$ cat src/rtl/reg_file_pkg.sv
// Shared constants for the parameterized register file and its busy scoreboard.
package reg_file_pkg;

    localparam int DEF_DATA_W = 16;
    localparam int DEF_ADDR_W = 3;
    localparam int DEF_BUSY_W = 2 ** DEF_ADDR_W;

    // One busy bit per register, so the vector is as wide as the array is deep.
    function automatic int busyVecW(input int addrW);
        return 2 ** addrW;
    endfunction

endpackage

$ cat src/rtl/reg_file_scoreboard.sv
// Busy-register scoreboard: reservation sets a bit, writeback clears it; keeps a
// running population count and flags reservations of already-busy registers.
module reg_file_scoreboard
    import reg_file_pkg::*;
#(
    parameter int ADDR_W   = DEF_ADDR_W,
    parameter int ZERO_REG = 0
) (
    input  logic              clk,
    input  logic              rst,
    input  logic              en,
    input  logic              we,
    input  logic [ADDR_W-1:0] selD,
    input  logic              rsv,
    input  logic [ADDR_W-1:0] selR,
    input  logic [ADDR_W-1:0] selA,
    input  logic [ADDR_W-1:0] selB,
    output logic              busyA,
    output logic              busyB,
    output logic [ADDR_W:0]   busyCnt,
    output logic              rsvErr
);

    localparam int BUSY_W = busyVecW(ADDR_W);

    logic [BUSY_W-1:0] busy, busyNxt;
    logic              wrClr, rsvSet, inc, dec, err;

    always_comb begin
        wrClr   = en && we  && !((ZERO_REG != 0) && (selD == '0));
        rsvSet  = en && rsv && !((ZERO_REG != 0) && (selR == '0));
        busyNxt = busy;
        if (wrClr)  busyNxt[selD] = 1'b0;
        // Reservation applied last so it wins over a same-register writeback.
        if (rsvSet) busyNxt[selR] = 1'b1;
        inc = rsvSet && !busy[selR];
        dec = wrClr && busy[selD] && !(rsvSet && (selR == selD));
        err = rsvSet && busy[selR] && !(wrClr && (selD == selR));
    end

    always_ff @(posedge clk or posedge rst) begin
        if (rst) begin
            busy    <= '0;
            busyCnt <= '0;
            busyA   <= 1'b0;
            busyB   <= 1'b0;
            rsvErr  <= 1'b0;
        end else if (en) begin
            busy    <= busyNxt;
            busyCnt <= busyCnt + (ADDR_W+1)'(inc) - (ADDR_W+1)'(dec);
            busyA   <= busyNxt[selA];
            busyB   <= busyNxt[selB];
            rsvErr  <= err;
        end
    end

endmodule

$ cat src/rtl/reg_file_param.sv
// Parameterized 2-read/1-write register file with registered reads, optional
// write-to-read bypass, optional hardwired-zero r0 and a busy scoreboard.
module reg_file_param
    import reg_file_pkg::*;
#(
    parameter int DATA_W   = DEF_DATA_W,
    parameter int ADDR_W   = DEF_ADDR_W,
    parameter int ZERO_REG = 0,
    parameter int BYPASS   = 1
) (
    input  logic              I_clk,
    input  logic              I_rst,
    input  logic              I_en,
    input  logic              I_we,
    input  logic [ADDR_W-1:0] I_selA,
    input  logic [ADDR_W-1:0] I_selB,
    input  logic [ADDR_W-1:0] I_selD,
    input  logic [DATA_W-1:0] I_dataD,
    input  logic              I_rsv,
    input  logic [ADDR_W-1:0] I_selR,
    output logic [DATA_W-1:0] o_dataA,
    output logic [DATA_W-1:0] o_dataB,
    output logic              o_busyA,
    output logic              o_busyB,
    output logic [ADDR_W:0]   o_busy_cnt,
    output logic              o_rsv_err
);

    localparam int DEPTH = 2 ** ADDR_W;

    logic [DATA_W-1:0] mem [DEPTH];
    logic [DATA_W-1:0] rdA, rdB;
    logic              wrEn;

    always_comb begin
        wrEn = I_en && I_we && !((ZERO_REG != 0) && (I_selD == '0));
        rdA  = mem[I_selA];
        rdB  = mem[I_selB];
        if ((BYPASS != 0) && wrEn && (I_selD == I_selA)) rdA = I_dataD;
        if ((BYPASS != 0) && wrEn && (I_selD == I_selB)) rdB = I_dataD;
        // r0 never holds data in zero-register mode, so mask after the bypass mux.
        if ((ZERO_REG != 0) && (I_selA == '0)) rdA = '0;
        if ((ZERO_REG != 0) && (I_selB == '0)) rdB = '0;
    end

    always_ff @(posedge I_clk or posedge I_rst) begin
        if (I_rst) begin
            for (int i = 0; i < DEPTH; i++) mem[i] <= '0;
            o_dataA <= '0;
            o_dataB <= '0;
        end else if (I_en) begin
            if (wrEn) mem[I_selD] <= I_dataD;
            o_dataA <= rdA;
            o_dataB <= rdB;
        end
    end

    reg_file_scoreboard #(
        .ADDR_W  (ADDR_W),
        .ZERO_REG(ZERO_REG)
    ) uScoreboard (
        .clk    (I_clk),
        .rst    (I_rst),
        .en     (I_en),
        .we     (I_we),
        .selD   (I_selD),
        .rsv    (I_rsv),
        .selR   (I_selR),
        .selA   (I_selA),
        .selB   (I_selB),
        .busyA  (o_busyA),
        .busyB  (o_busyB),
        .busyCnt(o_busy_cnt),
        .rsvErr (o_rsv_err)
    );

endmodule

$ cat config.mk
export PLATFORM = sky130hd
export DESIGN_NAME = reg_file_param
export DESIGN_NICKNAME = d
export VERILOG_FILES = /design/src/rtl/reg_file_pkg.sv /design/src/rtl/reg_file_scoreboard.sv /design/src/rtl/reg_file_param.sv
export SDC_FILE = /design/constraint.sdc
export NUM_CORES = 1
export LEC_CHECK = 0
export BUFFER_PORTS_ARGS = -buffer_cell sky130_fd_sc_hd__buf_2
export CORE_MARGIN = 5
export CORE_UTILIZATION = 65
export DETAILED_ROUTE_END_ITERATION = 10
export PLACE_DENSITY = 0.88
export SETUP_SLACK_MARGIN = 0.3
export SYNTH_ARGS = -nofsm -noshare
export SYNTH_HDL_FRONTEND = slang
export SYNTH_SLANG_ARGS = --single-unit
$ cat constraint.sdc
create_clock -name I_clk -period 16.1 [get_ports I_clk]
set_clock_uncertainty 0.2 [all_clocks]
set_input_delay 0.805 -clock I_clk [delete_from_list [all_inputs] [get_ports I_clk]]
set_output_delay 0.805 -clock I_clk [all_outputs]
set_load 0.02 [all_outputs]
==> results of run 1 <==
==> cells by family after synthesis <==
kind of cell | share of synthesized area (%)
muxes | 35.2
xor gates and xnor gates | 1.12
buffers and inverters | 4.16
AOI/OAI and AO/OA | 9.03
and+or+nand+nor | 3.14
DFF | 46.6
adders and majority gates | 0.745
==> area by class of cell <==
cell class / count / area, um2
multi-input combinational: 438 / 4650
sequential: 175 / 4380
fill: 923 / 4110
clock buffer: 26 / 479
timing repair buffer: 78 / 408
tap: 184 / 230
clock inverter: 6 / 58.8
inverter: 13 / 53.8
==> per-layer routing <==
metal	vias to the layer above	track usage (%)	share of wire [%]
met1	3269	38.7	40
met4	0	10.5	2.2
li1	2680	-	-
met2	297	45.9	50
met3	50	5.69	7.9
met5	-	0	0
==> sequential cells by signal, indices dropped and copies added (netlist names) <==
| name | count |
|---|---|
| uScoreboard.busy | 8 |
| uScoreboard.busyB | 1 |
| uScoreboard.rsvErr | 1 |
| uScoreboard.busyA | 1 |
| uScoreboard.busyCnt | 4 |
| o_dataB | 16 |
| o_dataA | 16 |
| mem | 128 |
==> through the flow <==
stage | total power (W) | area, um2 | std cells | hold WS (ns)
6_report | 0.00138 | 10300 | 920 | 0.273
5_1_grt | 0.00145 | 10300 | 920 | 0.284
4_1_cts | 0.00139 | 10300 | 920 | 0.277
3_5_place_dp | 0.00100 | 9720 | 888 | 0.263
3_3_place_gp | 0.000970 | 9720 | 888 | 0.258
2_1_floorplan | 0.000896 | 9410 | 694 | 0.271
==> worst min path at each step <==
stage,start,end,slack (ns)
2_1_floorplan,mem[101],mem[101],0.27
3_3_place_gp,uScoreboard.busyCnt[3],uScoreboard.busyCnt[3],0.26
6_report,o_dataA[3],o_dataA[3],0.27
4_1_cts,o_dataA[3],o_dataA[3],0.28
5_1_grt,o_dataA[5],o_dataA[5],0.28
3_5_place_dp,o_dataA[12],o_dataA[12],0.26
==> worst register-to-register path: stages (launching register included) <==
cell and delay, ns:
dfrtp_1 0.44, mux4_2 0.48, mux2i_1 0.18, a211oi_1 0.09, ha_1 0.29, inv_1 0.04
ha_1 0.22, a21o_1 0.16, a21oi_1 0.17, xnor2_1 0.13, nand2_1 0.08, xnor2_1 0.16
==> synth_stat cells, types with 3 or more instances <==
| library cell | n | area share [%] |
|---|---|---|
| dfrtp_1 | 175 | 47 |
| mux2_2 | 126 | 15 |
| mux4_2 | 68 | 16 |
| a21oi_1 | 36 | 1.9 |
| a21o_1 | 34 | 2.7 |
| mux2i_1 | 33 | 3.5 |
| o21ai_1 | 30 | 1.6 |
| buf_1 | 22 | 0.88 |
| clkbuf_1 | 17 | 0.68 |
| nand2_1 | 17 | 0.68 |
| buf_2 | 16 | 0.85 |
| inv_1 | 13 | 0.52 |
| nor2_1 | 10 | 0.40 |
| o21ai_0 | 10 | 0.53 |
| xor2_1 | 9 | 0.84 |
| buf_4 | 8 | 0.64 |
| a32oi_1 | 6 | 0.56 |
| nor2b_1 | 6 | 0.40 |
| buf_6 | 5 | 0.60 |
| ha_1 | 4 | 0.53 |
| a211oi_1 | 3 | 0.24 |
| mux2_1 | 3 | 0.36 |
| nand2b_1 | 3 | 0.20 |
| nand3_1 | 3 | 0.16 |
| o21a_1 | 3 | 0.24 |
| xnor2_1 | 3 | 0.28 |
==> report_power, final <==
| part | leakage (nW) | internal (W) | switching [W] |
|---|---|---|---|
| clock | 0.266 | 0.000220 | 0.000165 |
| sequential | 2.15 | 0.000548 | 0.0000778 |
| combinational | 2.21 | 0.000202 | 0.000172 |
==> results by group, run 1 <==
Clock network
  – Skew-Pair Late Insertion Delay: 0.44 ns
  – CTS buffer count: 17
  – Setup Fix Bufs, Post-CTS: 0
  – Post-cts sizing count: 0
  – Clock sink count: about 180
  – Worst-path clk slew: 0.06 ns
  – Clk root buf: clkbuf_16
  – Hold_buf cts: 0
  – Longest Clk Path Bufs: 2
  – H-tree level count: 4
  – CTS tree: done

Place
  – Hpwl dp: 13300 um
  – Placement Setup Slack: around 12 ns
  – Port-buffer cells: between 70 and 80
  – Gpl congestion: 0.893

Critical path
  – Crit path launch: I_selA[1]
  – Critical Path RT: 16.22 ns
  – Crit-path max FO: 40
  – CP cell instances: buf_2, xor2_1, or4_1, o21ai_1, a21oi_1, a21o_1
  – CP endpoint kind: register
  – Reg2reg end: uScoreboard.busyCnt[3]
  – Arrival @ worst endpoint: 3.58 ns
  – Worst-case reg-to-reg path depth: 11
  – Worst setup path endpoint: o_dataA[11]
  – Slowest Stage Delay on Critical Path: between 1 and 1.5 ns
  – R2R setup slack: around 13 ns
  – Setup CP Type: input port to register
  – Critical Path Stages: 6
  – Critical path's top delay family: simple AND/OR/NAND/NOR gates
  – Slowest stage cell on the critical path: or4_1
  – RR Startpoint: uScoreboard.busy[7]
  – Startpoint types: input port
  – Crit path buffers/inverters: 1

Pwr
  – Worst VDD drop: 87.2 uV
  – P per Cell Area: 135 nW/um2
  – Leak pwr: approximately 4.6 nW

STA
  – Least-Margin Pin Slew: 1.35 ns
  – Tcrit/Tclk final: 21.4%
  – Final min period: 3.45 ns
  – Top achievable clock speed: 0.290 GHz
  – TNS Setup: 0 ns
  – Final Hold Vio Count: 0
  – Max-slew violation count: 0
  – Final setup viols: 0
  – RSZ-0062 raised after global routing: no
  – Final setup margin: between 10 and 15 ns
  – Max transition margin: 10.1%

Outcome
  – Status: finished, final reports clean

Finish
  – Area grow syn2layout: 9.05%
  – # nets final: 761
  – Final core utilization: 71.4%
  – Commonest non-fill, non-tap cell in the layout: dfrtp_1
  – Share of cells above drive strength 1: 41.7%
  – Antenna Diode Count: 0
  – Commonest cells after routing, fill and taps aside: 175 x dfrtp_1, 126 x mux2_2, 71 x buf_2

Yosys
  – Post-Syn Area per Cell: 13.6 um2
  – Synth Instances: just under 700
  – Synth Cell Area: 9410 um2
  – Synthesis-stage register bit count: 175
  – Synth warn: 0
  – Top FF cell, synth: dfrtp_1
  – Post-synth EDFFs: 0
  – Library cells used by synthesis: 46
  – Fraction of synthesis flops using an asynchronous set or reset pin: 100%
  – Net Count, Synth: 732
  – Seq/Total Area, Yosys: 46.6%

Global routing
  – Global-route wire length before repair: approximately 36000 um
  – Vias in the first global route: between 6000 and 7000
  – Gr usage total: 28.4%
  – Initial antenna violation count: 0
  – Total gr overflow: 0
  – Largest net degree at the start of global routing: ~100

Route
  – Vias: 6296
  – TritonRoute pass-1 iters: 5
  – Avg WL per Cell: around 25 um
  – DR iter-0 viols: about 640
  – Drt via density: 6.84
  – Antenna-violating nets left: 0
  – Drt total wl: 22500 um
  – DRC viols: 0

Floorplan
  – Initial Util: 65.5%
  – IO Pins: 72
  – Chip width: 130 um
  – Die H: 130 um
  – Core Box Area: 14400 um2
  – Die area: about 17000 um2
  – Row count: 44

Flow run
  – Max_cap viols: 0

Hold path
  – Cells on Worst Hold Path: 1
  – Hold Path Class: register to register
(Power assumes the default switching activity.)
==> run 2, diff against run 1 <==
Settings changed: CORE_UTILIZATION 65 to 61, PLACE_DENSITY 0.88 to 0.84.
Clock period 16.1 ns to 3.3 ns, I/O delays scaled along.
==> run 2 against run 1 <==
- clock-buffer cell count decreased by 4
- global-route usage decreased by 1.4 points
- die area increased by 6.0%
- worst hold slack got worse by 0.20 ns
- sequential share of layout area decreased by 1.9 points
- critical endpoint is now uScoreboard.busyCnt[3]
- largest cell class unchanged
- largest power group unchanged
==> results by group, run 2 (synthesis gave the netlist of run 1 again) <==
Route
  – Vias: 6414 (+1.9%)
  – Avg WL per Cell: 24.1 um (-1.7%)
  – DR iter-0 viols: 684 (+7.4%)
  – DRC viols: 0 (unchanged)
  – Antenna-violating nets left: 0 (unchanged)
  – Drt via density: 6.69 (-2.3%)
  – Drt total wl: 23100 um (+2.5%)
  – TritonRoute pass-1 iters: 5 (unchanged)

Pwr
  – P per Cell Area: 662 nW/um2 (+390%)
  – Worst VDD drop: 441 uV (+410%)
  – Overall Power: 0.00710 W (+410%)
  – Leak pwr: 4.83 nW (+4.3%)

STA
  – Top achievable clock speed: 0.373 GHz
  – Max-slew violation count: 0 (unchanged)
  – Tcrit/Tclk final: between 80% and 90%
  – TNS Setup: 0 ns (unchanged)
  – Least-Margin Pin Slew: 1.30 ns (-0.0474 ns)
  – Max transition margin: 13.2% (+3.1 points)
  – Final setup viols: 0 (unchanged)
  – RSZ-0062 raised after global routing: no
  – Final min period: 2.68 ns
  – Final Hold Vio Count: 0 (unchanged)

Finish
  – Largest Register: mem
  – Antenna Diode Count: 0 (unchanged)
  – Area grow syn2layout: 14.0%
  – Largest register FFs: 128 (unchanged)
  – Biggest regs: mem (128), o_dataA (16), o_dataB (16)
  – Commonest cells after routing, fill and taps aside: 175 x dfrtp_1, 126 x mux2_2, 71 x buf_2
  – Final core utilization: 70.8% (-0.56 points)
  – # nets final: 796 (+4.6%)
  – Commonest non-fill, non-tap cell in the layout: dfrtp_1
  – Share of cells above drive strength 1: 42.0% (+0.31 points)

Critical path
  – Crit path buffers/inverters: 1 (unchanged)
  – Critical Path RT: 3.41 ns (-12.81 ns)
  – Setup CP Type: register to register
  – RR Startpoint: uScoreboard.busy[7]
  – Crit-path max FO: 5 (-88%)
  – Slowest Stage Delay on Critical Path: 0.48 ns (-0.63 ns)
  – Crit path launch: uScoreboard.busy[7]
  – CP cell instances: mux4_2, mux2i_1, a211oi_1, ha_1, inv_1, ha_1, a21o_1, a21oi_1, xnor2_1, nand2_1, xnor2_1
  – Arrival @ worst endpoint: 2.79 ns (-0.79 ns)
  – Slowest stage cell on the critical path: mux4_2
  – Worst-case reg-to-reg path depth: 11 (unchanged)
  – Critical path's top delay family: multiplexers
  – Reg2reg end: uScoreboard.busyCnt[3]
  – Worst setup path endpoint: uScoreboard.busyCnt[3]
  – Startpoint types: register
  – CP endpoint kind: register
  – Critical Path Stages: 11 (+5)
  – R2R setup slack: 0.62 ns (-12.74 ns)

Place
  – Hpwl dp: 13900 um (+5.0%)
  – Gpl congestion: 0.861 (-3.5%)
  – Port-buffer cells: 71 (unchanged)

Clock network
  – Skew-Pair Late Insertion Delay: 0.43 ns (about the same)
  – Longest Clk Path Bufs: 2 (unchanged)
  – Post-cts sizing count: 0 (unchanged)
  – H-tree level count: 4 (unchanged)
  – Clock sink count: 175 (unchanged)
  – Worst-path clk slew: 0.06 ns (about the same)
  – CTS tree: done
  – Clk root buf: clkbuf_16
  – CTS buffer count: 17 (unchanged)

Floorplan
  – Chip width: 134 um (+3.0%)
  – Die H: 134 um (+3.0%)
  – Die area: 18000 um2 (+6.0%)
  – Core Box Area: 15100 um2 (+5.4%)
  – Row count: 45 (+2.3%)
  – IO Pins: 72 (unchanged)
  – Initial Util: 62.1% (-3.4 points)

Outcome
  – Status: finished, final reports clean

Flow run
  – Max_cap viols: 0 (unchanged)

Hold path
  – Hold Path Class: input port to register

Global routing
  – Initial antenna violation count: 0 (unchanged)
  – Largest net degree at the start of global routing: 69 (-34%)
  – Total gr overflow: 0 (unchanged)
  – Vias in the first global route: 6812 (+2.6%)
  – Global-route wire length before repair: 37200 um (+2.3%)
  – Gr usage total: 27.0% (-1.4 points)
==> run 2: changes by cell type in the layout (fill, tap and decap cells not counted) <==
cell	before	now
nor3_4	2	0
buf_12	0	4
buf_4	7	16
dlygate4sd3_1	0	22
inv_6	1	0
clkinv_2	4	2
nor3_2	0	2
bufinv_16	1	5
clkinvlp_4	0	3
clkbuf_1	7	3
==> run 2: what timing repair did <==
action / in CTS / in global routing
setup buffers: 0 / 0
hold buffers: 22 / 0
hold endpoints to repair: 171 / 0
==> run 2: per-layer routing <==
| layer | up-vias | track usage, % | share of wire [%] |
|---|---|---|---|
| li1 | 2743 | - | - |
| met1 | 3374 | 36.0 | 40 |
| met2 | 234 | 44.3 | 50 |
| met3 | 63 | 4.69 | 6.3 |
| met4 | 0 | 11.1 | 3.5 |
| met5 | - | 0 | 0 |
==> run 2: final cells by class <==
type / count / area, um2
multi-input cells: 438 / 4630
fillers: 982 / 4420
flip-flops and latches: 175 / 4380
repair buffers: 113 / 776
clock buffers: 22 / 464
well taps: 188 / 235
clock inverters: 10 / 184
inverters: 13 / 52.6
==> run 2: metrics by stage <==
step                      hold slack (ns)  instances  cell area [um2]  setup WS [ns]
after floorplan                     0.116        694             9410          0.696
after global placement              0.208        905             9860          0.642
after detailed placement            0.228        905             9860          0.608
after CTS                          0.0474        959            10700          0.625
after global routing               0.0873        959            10700          0.460
final                              0.0691        959            10700          0.619
==> run 2: how the worst min path moves through the flow <==
stage	cells past startpoint	from	slack, ns	to
6_report	4	I_en	0.07	o_dataA[11]
5_1_grt	4	I_en	0.09	o_dataA[11]
4_1_cts	3	I_selD[1]	0.05	uScoreboard.busy[5]
3_5_place_dp	2	I_rst	0.23	mem[20]
3_3_place_gp	2	I_rst	0.21	mem[20]
2_1_floorplan	2	I_rsv	0.12	uScoreboard.rsvErr
==> run 2: worst reg2reg max path, stage by stage (launching register included) <==
cell      delay, ns
dfrtp_1        0.42
mux4_2         0.48
mux2i_1        0.16
a211oi_1       0.08
ha_1           0.19
inv_1          0.10
ha_1           0.24
a21o_1         0.17
a21oi_1        0.17
xnor2_1        0.13
nand2_1        0.08
xnor2_1        0.15
==> run 2: report_power, final <==
| part | switching [W] | internal, W | total [W] |
|---|---|---|---|
| sequential | 0.000373 | 0.00267 | 0.00304 |
| clock | 0.000824 | 0.00138 | 0.00221 |
| combinational | 0.000836 | 0.00101 | 0.00185 |
| total | 0.00203 | 0.00506 | 0.00710 |
